$ cat config.mk
export PLATFORM = sky130hd
export DESIGN_NAME = serial_adder
export DESIGN_NICKNAME = d
export VERILOG_FILES = /design/src/rtl/serial_adder_pkg.sv /design/src/rtl/serial_adder_fa_cell.sv /design/src/rtl/serial_adder.sv
export SDC_FILE = /design/constraint.sdc
export NUM_CORES = 1
export LEC_CHECK = 0
export BUFFER_PORTS_ARGS = -buffer_cell sky130_fd_sc_hd__buf_2
export CAP_MARGIN = 20
export CORE_MARGIN = 10
export CORE_UTILIZATION = 49
export DETAILED_ROUTE_END_ITERATION = 12
export GPL_TIMING_DRIVEN = 0
export PLACE_DENSITY = 0.74
export SKIP_CTS_REPAIR_TIMING = 1
export SYNTH_ARGS = -nofsm -noshare
export SYNTH_HDL_FRONTEND = slang
export SYNTH_SLANG_ARGS = --single-unit
$ cat constraint.sdc
create_clock -name CLK -period 1.4 [get_ports CLK]
set_input_delay 0.07 -clock CLK [delete_from_list [all_inputs] [get_ports CLK]]
set_output_delay 0.07 -clock CLK [all_outputs]
set_load 0.01 [all_outputs]
$ cat src/rtl/serial_adder_pkg.sv
// -----------------------------------------------------------------------------
// serial_adder_pkg
//
// Shared definitions for the bit-serial adder:
//   - state_e        : FSM state encoding (IDLE / SHIFT / FINISH)
//   - WIDTH_MIN/MAX  : legal operand width range
//   - width_ok()     : elaboration-time check of a WIDTH value
// -----------------------------------------------------------------------------
package serial_adder_pkg;

    localparam int WIDTH_MIN = 2;
    localparam int WIDTH_MAX = 32;

    typedef enum logic [1:0] {
        ST_IDLE   = 2'b00,
        ST_SHIFT  = 2'b01,
        ST_FINISH = 2'b10
    } state_e;

    // True when w is a supported operand width.
    function automatic bit width_ok(input int w);
        return (w >= WIDTH_MIN) && (w <= WIDTH_MAX);
    endfunction

endpackage : serial_adder_pkg

$ cat src/rtl/serial_adder_fa_cell.sv
// -----------------------------------------------------------------------------
// fa_cell
//
// Combinational single-bit full adder. The serial adder pushes one operand bit
// pair per clock through this cell.
//
// Ports:
//   A      in  1  operand A bit
//   B      in  1  operand B bit
//   C_IN   in  1  carry-in
//   SUM    out 1  A ^ B ^ C_IN
//   C_OUT  out 1  majority(A, B, C_IN)
// -----------------------------------------------------------------------------
module fa_cell (
    input  logic A,
    input  logic B,
    input  logic C_IN,
    output logic SUM,
    output logic C_OUT
);

    logic half_sum;

    assign half_sum = A ^ B;
    assign SUM      = half_sum ^ C_IN;
    // Generate when both operand bits are set, propagate the incoming carry
    // when exactly one is set.
    assign C_OUT    = (A & B) | (C_IN & half_sum);

endmodule : fa_cell

$ cat src/rtl/serial_adder.sv
// -----------------------------------------------------------------------------
// serial_adder
//
// Bit-serial WIDTH-bit adder. On an accepted START the operands and carry-in
// are captured; the design then adds one bit per clock, LSB first, through a
// single fa_cell with a registered carry, and reassembles the sum bits into a
// parallel result. Latency is WIDTH cycles of SHIFT plus one FINISH cycle.
//
// Parameters:
//   WIDTH    operand/result width, 2..32 (default 8)
//
// Ports:
//   CLK      in  1      clock, rising edge
//   RST      in  1      asynchronous active-high reset
//   START    in  1      request, sampled only in IDLE
//   A_IN     in  WIDTH  operand A, captured on accepted START
//   B_IN     in  WIDTH  operand B, captured on accepted START
//   C_IN     in  1      carry-in, captured on accepted START
//   BUSY     out 1      high while in SHIFT
//   DONE     out 1      one-cycle pulse when SUM_OUT/C_OUT are fresh
//   SUM_OUT  out WIDTH  registered sum, held until the next completion
//   C_OUT    out 1      registered carry-out of the MSB, held with SUM_OUT
// -----------------------------------------------------------------------------
module serial_adder
    import serial_adder_pkg::*;
#(
    parameter int WIDTH = 8
) (
    input  logic             CLK,
    input  logic             RST,
    input  logic             START,
    input  logic [WIDTH-1:0] A_IN,
    input  logic [WIDTH-1:0] B_IN,
    input  logic             C_IN,
    output logic             BUSY,
    output logic             DONE,
    output logic [WIDTH-1:0] SUM_OUT,
    output logic             C_OUT
);

    localparam int                CNT_W    = $clog2(WIDTH);
    localparam logic [CNT_W-1:0]  CNT_LAST = CNT_W'(WIDTH - 1);

    generate
        if (!width_ok(WIDTH)) begin : g_bad_width
            $error("serial_adder: WIDTH=%0d outside supported range %0d..%0d",
                   WIDTH, WIDTH_MIN, WIDTH_MAX);
        end
    endgenerate

    // -------------------------------------------------------------------------
    // State
    // -------------------------------------------------------------------------
    state_e             state_q,   state_d;
    logic [WIDTH-1:0]   a_sh_q,    a_sh_d;
    logic [WIDTH-1:0]   b_sh_q,    b_sh_d;
    // Collected sum bits. Only WIDTH-1 bits are stored: the bit entering on
    // the final shift goes straight into SUM_OUT, so the oldest position of a
    // full WIDTH-bit shifter would never be read.
    logic [WIDTH-2:0]   sum_sh_q,  sum_sh_d;
    logic               carry_q,   carry_d;
    logic [CNT_W-1:0]   cnt_q,     cnt_d;
    logic [WIDTH-1:0]   sum_out_q, sum_out_d;
    logic               c_out_q,   c_out_d;

    // -------------------------------------------------------------------------
    // Single adder cell: LSBs of the operand shifters plus the carry flop.
    // -------------------------------------------------------------------------
    logic fa_sum;
    logic fa_cout;

    fa_cell u_fa (
        .A     (a_sh_q[0]),
        .B     (b_sh_q[0]),
        .C_IN  (carry_q),
        .SUM   (fa_sum),
        .C_OUT (fa_cout)
    );

    // New bit enters at the MSB and everything collected so far moves down
    // one place. After the last shift this is the complete sum.
    logic [WIDTH-1:0] sum_next;
    assign sum_next = {fa_sum, sum_sh_q};

    // -------------------------------------------------------------------------
    // Next-state logic
    // -------------------------------------------------------------------------
    always_comb begin
        // NOTE: every signal driven here gets a default first so that no path
        // through the case leaves one unassigned and infers a latch.
        state_d   = state_q;
        a_sh_d    = a_sh_q;
        b_sh_d    = b_sh_q;
        sum_sh_d  = sum_sh_q;
        carry_d   = carry_q;
        cnt_d     = cnt_q;
        sum_out_d = sum_out_q;
        c_out_d   = c_out_q;

        unique case (state_q)
            ST_IDLE: begin
                if (START) begin
                    a_sh_d  = A_IN;
                    b_sh_d  = B_IN;
                    carry_d = C_IN;
                    cnt_d   = '0;
                    state_d = ST_SHIFT;
                end
            end

            ST_SHIFT: begin
                sum_sh_d = sum_next[WIDTH-1:1];
                a_sh_d   = a_sh_q >> 1;
                b_sh_d   = b_sh_q >> 1;
                carry_d  = fa_cout;
                // Wraps to zero on the last bit for power-of-two widths; the
                // count is reloaded before it is used again.
                cnt_d    = cnt_q + CNT_W'(1);
                if (cnt_q == CNT_LAST) begin
                    sum_out_d = sum_next;
                    c_out_d   = fa_cout;
                    state_d   = ST_FINISH;
                end
            end

            ST_FINISH: begin
                state_d = ST_IDLE;
            end

            default: begin
                state_d = ST_IDLE;
            end
        endcase
    end

    // -------------------------------------------------------------------------
    // Registers
    // -------------------------------------------------------------------------
    // NOTE: state is updated with non-blocking assignments so every flop
    // samples the values from before the edge, independent of statement order.
    always_ff @(posedge CLK or posedge RST) begin
        if (RST) begin
            state_q   <= ST_IDLE;
            a_sh_q    <= '0;
            b_sh_q    <= '0;
            sum_sh_q  <= '0;
            carry_q   <= 1'b0;
            cnt_q     <= '0;
            sum_out_q <= '0;
            c_out_q   <= 1'b0;
        end else begin
            state_q   <= state_d;
            a_sh_q    <= a_sh_d;
            b_sh_q    <= b_sh_d;
            sum_sh_q  <= sum_sh_d;
            carry_q   <= carry_d;
            cnt_q     <= cnt_d;
            sum_out_q <= sum_out_d;
            c_out_q   <= c_out_d;
        end
    end

    // -------------------------------------------------------------------------
    // Outputs: status decoded purely from the state register, results from
    // their own registers, so nothing on the outputs depends on inputs
    // combinationally.
    // -------------------------------------------------------------------------
    assign BUSY    = (state_q == ST_SHIFT);
    assign DONE    = (state_q == ST_FINISH);
    assign SUM_OUT = sum_out_q;
    assign C_OUT   = c_out_q;

endmodule : serial_adder

**Yosys cells after proc, flatten, opt, wreduce, memory -nomap -nowiden**

Cells that the tools add are included.

- Mux-type cells: 11
- Bitwise operators: 5
- Add/subtract/negate cells: 1
- Shift-type cells: 0
- Multiply operators: 0
- Reduce and logical (&&, ||, !) cells: 5
- Eq/ne operators: 5
- Divide/modulo/power cells: 0
- $lt $le $gt $ge: 0

Operators by type and width:

| kind | count |
|---|---|
| $pmux 8 s2 | 2 |
| $mux 8 | 2 |
| $pmux 3 s2 | 1 |
| $reduce_and 2->1 | 3 |
| $mux 2 | 2 |
| $pmux 2 s2 | 1 |
| $add 3x1->3 const B | 1 |
| $eq 3x3->1 const B | 1 |
| $mux 3 | 1 |
| $and 1x1->1 | 2 |
| $eq 2x1->1 const B | 1 |
| $eq 2x2->1 const B | 1 |
| $logic_not 2->1 | 1 |
| $ne 2x1->1 const B | 1 |
| $ne 2x2->1 const B | 1 |
| $pmux 1 s2 | 1 |
| $reduce_bool 2->1 | 1 |
| $xor 1x1->1 | 2 |
| $mux 1 | 1 |
| $or 1x1->1 | 1 |

- Word-level logic and storage cells: 35
- Memories kept: 0
- Bits in registers: 38
- Bits in read-only memories: 0
- Memory bits (writable): 0
- Input port bits: 20
- Output and inout port bits: 11
- Latch bits: 0

**Logic depth before layout (Yosys ltp)**

- Depth after elaboration: 4
- Depth in mapped cells: 5
- Gate-level depth less buffers: 4

**By module**

From an unflattened synthesis, not the netlist that was laid out.

- Cell total of the unflattened synthesis: 148
- Area, all modules: 1905.6 µm²

By module, submodules not included:

| module | instances | cells an instance | area each (µm²) | sequential area each (µm²) |
|---|---|---|---|---|
| serial_adder | 1 | 147 | 1885.6 | 950.9 |
| fa_cell | 1 | 1 | 20.0 | 0.0 |

**Least setup slack after synthesis**

No wires, ideal clock.

- Kind: register to register
- Start point: register cnt_q[0]
- End point: register c_out_q, in the netlist C_OUT
- Setup slack: -0.060 ns
- Period minus slack after synthesis: 1.460 ns
- Library setup time: 0.125 ns
- Data required time: 1.275 ns
- Cell stages (with the launch flop): 6
- Path buffers: 1
- Data arrival time: 1.336 ns
- Path through: dfrtp_1 -> ha_1 -> ha_1 -> nand3b_1 -> buf_2 -> mux2_2

- Longest elaborated chain between the ends: 2

Ends and longest elaborated chain:

| item | line | RTL |
|---|---|---|
| start: declaration | serial_adder.sv:62 | `logic [CNT_W-1:0] cnt_q, cnt_d;` |
| start signal: assignment | serial_adder.sv:157 | `cnt_q <= cnt_d;` |
| $eq 3x3->1 | serial_adder.sv:119 | `if (cnt_q == CNT_LAST) begin` |
| $reduce_and 2->1 (no source line) | - |  |
| end signal: assignment | serial_adder.sv:159 | `c_out_q <= c_out_d;` |
| end: declaration | serial_adder.sv:64 | `logic c_out_q, c_out_d;` |

Every way passes these cells.
A chain may end at the register's enable or synchronous reset.

**Final worst setup path**

- Start point: register cnt_q[1]
- End point: register sum_out_q[6], in the netlist SUM_OUT[6]

- Longest elaborated chain between the ends: 2

Ends and longest elaborated chain:

| item | line | RTL |
|---|---|---|
| $eq 3x3->1 | serial_adder.sv:119 |  |
| $reduce_and 2->1 (no source line) | - |  |
| end signal: assignment | serial_adder.sv:158 | `sum_out_q <= sum_out_d;` |
| end: declaration | serial_adder.sv:63 | `logic [WIDTH-1:0] sum_out_q, sum_out_d;` |

Every way passes these cells.

==> impl_metrics.py <==
metrics = {
    "status": {
        "status": "finished, violations left",
        "violations": "negative setup slack",
    },
    "sta": {
        "rsz0062_at_grt": "yes",
        "setup_viol": 12,
        "fin_skew_ns": 0.01847,
        "fmax_ghz": 0.6736,
        "min_period_over_period": 1.060,
        "worst_slack_ns": -0.08462,
        "post-route-min-period_ns": 1.485,
        "setup_tns_ns": -0.7194,
        "slew_viol_final": 0,
        "hold_viol": 0,
        "slew_headroom": 0.4627,
        "worst_pin_slew_ns": 0.8051,
    },
    "floorplan": {
        "die_w_um": 80.26,
        "start_util": 0.5209,
        "ioPinCount": 31,
        "core_area_um2": 3416,
        "die_y_um": 80.26,
        "die-area_um2": 6442,
        "rows": 21,
    },
    "drt": {
        "drt_iter0_drc": 67,
        "routed_via_density": 5.573,
        "drt_wl_total_um": 4221,
        "dr.pass1.iters": 4,
        "routedWlPerCell_um": 17.51,
        "drt.antenna.violating_nets": 0,
        "drc_errors": 0,
        "via_count": 1343,
    },
    "clocking": {
        "clk_path_buf_depth": 2,
        "cts-root-buf": "clkbuf_4",
        "h-tree-depth": 2,
        "clk_latency_ns": 0.35,
        "cts.sinks": 38,
        "cts_tree": "built",
        "numCtsBuffers": 5,
        "cts.clk_slew.worst_paths_ns": 0.12,
    },
    "yosys": {
        "synth_top_family_by_area": "simple AND/OR/NAND/NOR gates",
        "synth_compound_area_frac": 0.09845,
        "synth_warnings": 0,
        "syn_area_um2": 1779,
        "syn-mean-instance-area_um2": 12.02,
        "synth-seq-cells": 38,
        "synth.area.mux_share": 0.1076,
        "syn_inst": 148,
        "synthDistinctLibCells": 25,
        "synth_xor_area_frac": 0,
        "synth_simple_gate_area_frac": 0.1526,
        "synthAdderAreaFrac": 0.02532,
        "ys_seq_area_frac": 0.5345,
        "synthesis.nets": 171,
    },
    "power_and_ir_drop": {
        "switching_power_mw": 1.670,
        "p_comb_frac": 0.462,
        "p_sw_frac": 0.3521,
        "pwr-share-clk": 0.128,
        "intPower_mw": 3.073,
        "seq_power_share": 0.410,
        "cellLeakagePower_nw": 1.067,
        "p_per_area_nw_per_um2": 2047,
        "irDropWorstVdd_v": 0.001089,
    },
    "global_routing": {
        "grt_start_max_net_pins": 21,
        "overflow": 0,
        "gr-usage-all-layers": 0.1223,
        "grt_antenna_before_repair": 0,
        "grt_pass1_vias": 1308,
        "grt_first_pass_wirelength_um": 6196,
    },
    "layout": {
        "layout.cells.non_filler": 241,
        "fill_cells": 271,
        "stdcell_area_um2": 2317,
        "nNetsFinal": 217,
        "drive_gt1_frac": 0.4462,
        "antenna_cells": 0,
        "syn2layout_area_growth_pct": 30.24,
    },
    "setup_path": {
        "crit_fanout": 5,
        "worstPathRequired_ns": 1.64,
        "critPathSlowestCell": "dfrtp_1",
        "path_cells": "ha_4 > ha_4 > nand3b_1 > buf_6 > mux2_4",
        "reg2reg_from": "cnt_q[1]",
        "arrival_ns": 1.72,
        "crit_start": "cnt_q[1]",
        "end_kind": "flip-flop",
        "critical_path.max_stage_delay_ns": 0.43,
        "crit_path_start_kind": "flip-flop",
        "critPathKind": "flip-flop to flip-flop",
        "timing.critical_path.mode_cell": "ha_4",
    },
    "min_path": {
        "worstHoldStart": "A_IN[7]",
        "hold_path.class": "input port to flip-flop",
    },
    "placed_design": {
        "placed_cells": 224,
        "placed_area_um2": 2018,
        "place_congestion": 0.8327,
        "hpwl_um": 2813,
        "io_buffers": 29,
    },
    "flow_run": {
        "drv_cap": 0,
    },
}
## worst max-delay path, delay by kind of cell (launching register included)
family / cells / cell delay (ns)
fa+ha+maj: 2 / 0.33
buf+inv: 1 / 0.16
mux: 1 / 0.31
flops: 1 / 0.43
simple gates: 1 / 0.15
## state kept, by name, summed over array words and instances, names as in the netlist
| signal | count |
|---|---|
| C_OUT | 1 |
| SUM_OUT | 8 |
| a_sh_q | 8 |
| b_sh_q | 8 |
| carry_q | 1 |
| cnt_q | 3 |
| state_q | 2 |
| sum_sh_q | 7 |
## power groups by stage
stage	logic (mW)	clock network (mW)	registers, mW
2_1_floorplan	1.28	0	1.92
3_3_place_gp	1.71	0	1.89
3_5_place_dp	1.78	0	1.93
4_1_cts	1.79	0.622	1.91
5_1_grt	2.40	0.683	2.00
6_report	2.19	0.606	1.94
## per-layer routing
| metal | track usage | up-vias | wire [um] |
|---|---|---|---|
| met5 | 0 | - | 0 |
| met1 | 0.1406 | 673 | 1659 |
| li1 | - | 617 | - |
| met2 | 0.2022 | 49 | 2223 |
| met4 | 0.03169 | 0 | 29 |
| met3 | 0.05457 | 4 | 310 |
## logic make-up after synthesis
family                     count (synthesis)
and+or+nand+nor                           38
DFF                                       38
buffers and inverters                     31
AOI/OAI and AO/OA                         21
muxes                                     17
adders and majority gates                  3
## cells in the mapped netlist (all sizes together)
cell | instances | area [um2]
nor4b | 9 | 78.83
ha | 2 | 25.02
mux2 | 17 | 191.4
nor3b | 12 | 90.09
a22o | 2 | 17.52
a211oi | 9 | 67.56
nor2 | 1 | 3.750
fa | 1 | 20.02
nor2b | 8 | 50.05
or2 | 1 | 6.260
inv | 19 | 71.32
nand2b | 2 | 12.51
nand2 | 2 | 7.510
a222oi | 3 | 30.03
dfrtp | 38 | 950.9
o221ai | 2 | 17.52
buf | 11 | 70.07
clkbuf | 1 | 3.750
o21bai | 1 | 11.26
a21oi | 1 | 5.000
nand3b | 3 | 22.52
a221oi | 3 | 26.28
## metrics by stage
step	hold slack, ns	power [mW]	util	setup slack, ns
final	0.04618	4.743	0.6784	-0.08462
after global routing	0.03488	5.086	0.6784	-0.1515
after CTS	-0.1192	4.326	0.6095	-0.2218
after detailed placement	0.2672	3.717	0.5908	-0.08873
after global placement	0.4010	3.599	0.5828	-0.04038
after floorplan	0.2624	3.192	-	0.01873
## placed cells by master, fill, tap and decap left out, types with 3 or more instances in the layout
cell type,count
nor4b_2,8
clkbuf_4,6
nand3b_1,3
buf_2,30
inv_1,19
buf_4,9
mux2_2,5
a222oi_1,3
buf_6,8
dfrtp_1,38
a211oi_1,9
mux2_4,9
nor2b_1,6
a221oi_1,3
nor3b_1,11
mux2_1,3
## area by class of cell
class / instances / area [um2] / area share
clock buffer: 6 / 51.30 / 0.02214
sequential: 38 / 950.9 / 0.4104
multi-input combinational: 79 / 817.0 / 0.3526
tap: 46 / 57.56 / 0.02484
clock inverter: 2 / 12.51 / 0.005400
buffer: 12 / 110.1 / 0.04752
timing repair buffer: 39 / 246.5 / 0.1064
inverter: 19 / 71.32 / 0.03078
## path summary, 6_finish.rpt
check | slack (ns) | depth (start not counted) | to
min | 0.05 | 3 | a_sh_q[7]
min reg2reg | 0.51 | 1 | sum_sh_q[0]
max reg2reg | -0.08 | 5 | SUM_OUT[6]
max in group asynchronous | 0.42 | 4 | b_sh_q[6]
min in group asynchronous | 0.40 | 3 | SUM_OUT[1]
max | -0.08 | 5 | SUM_OUT[6]
No activity file was read; power rests on OpenSTA's default activity.
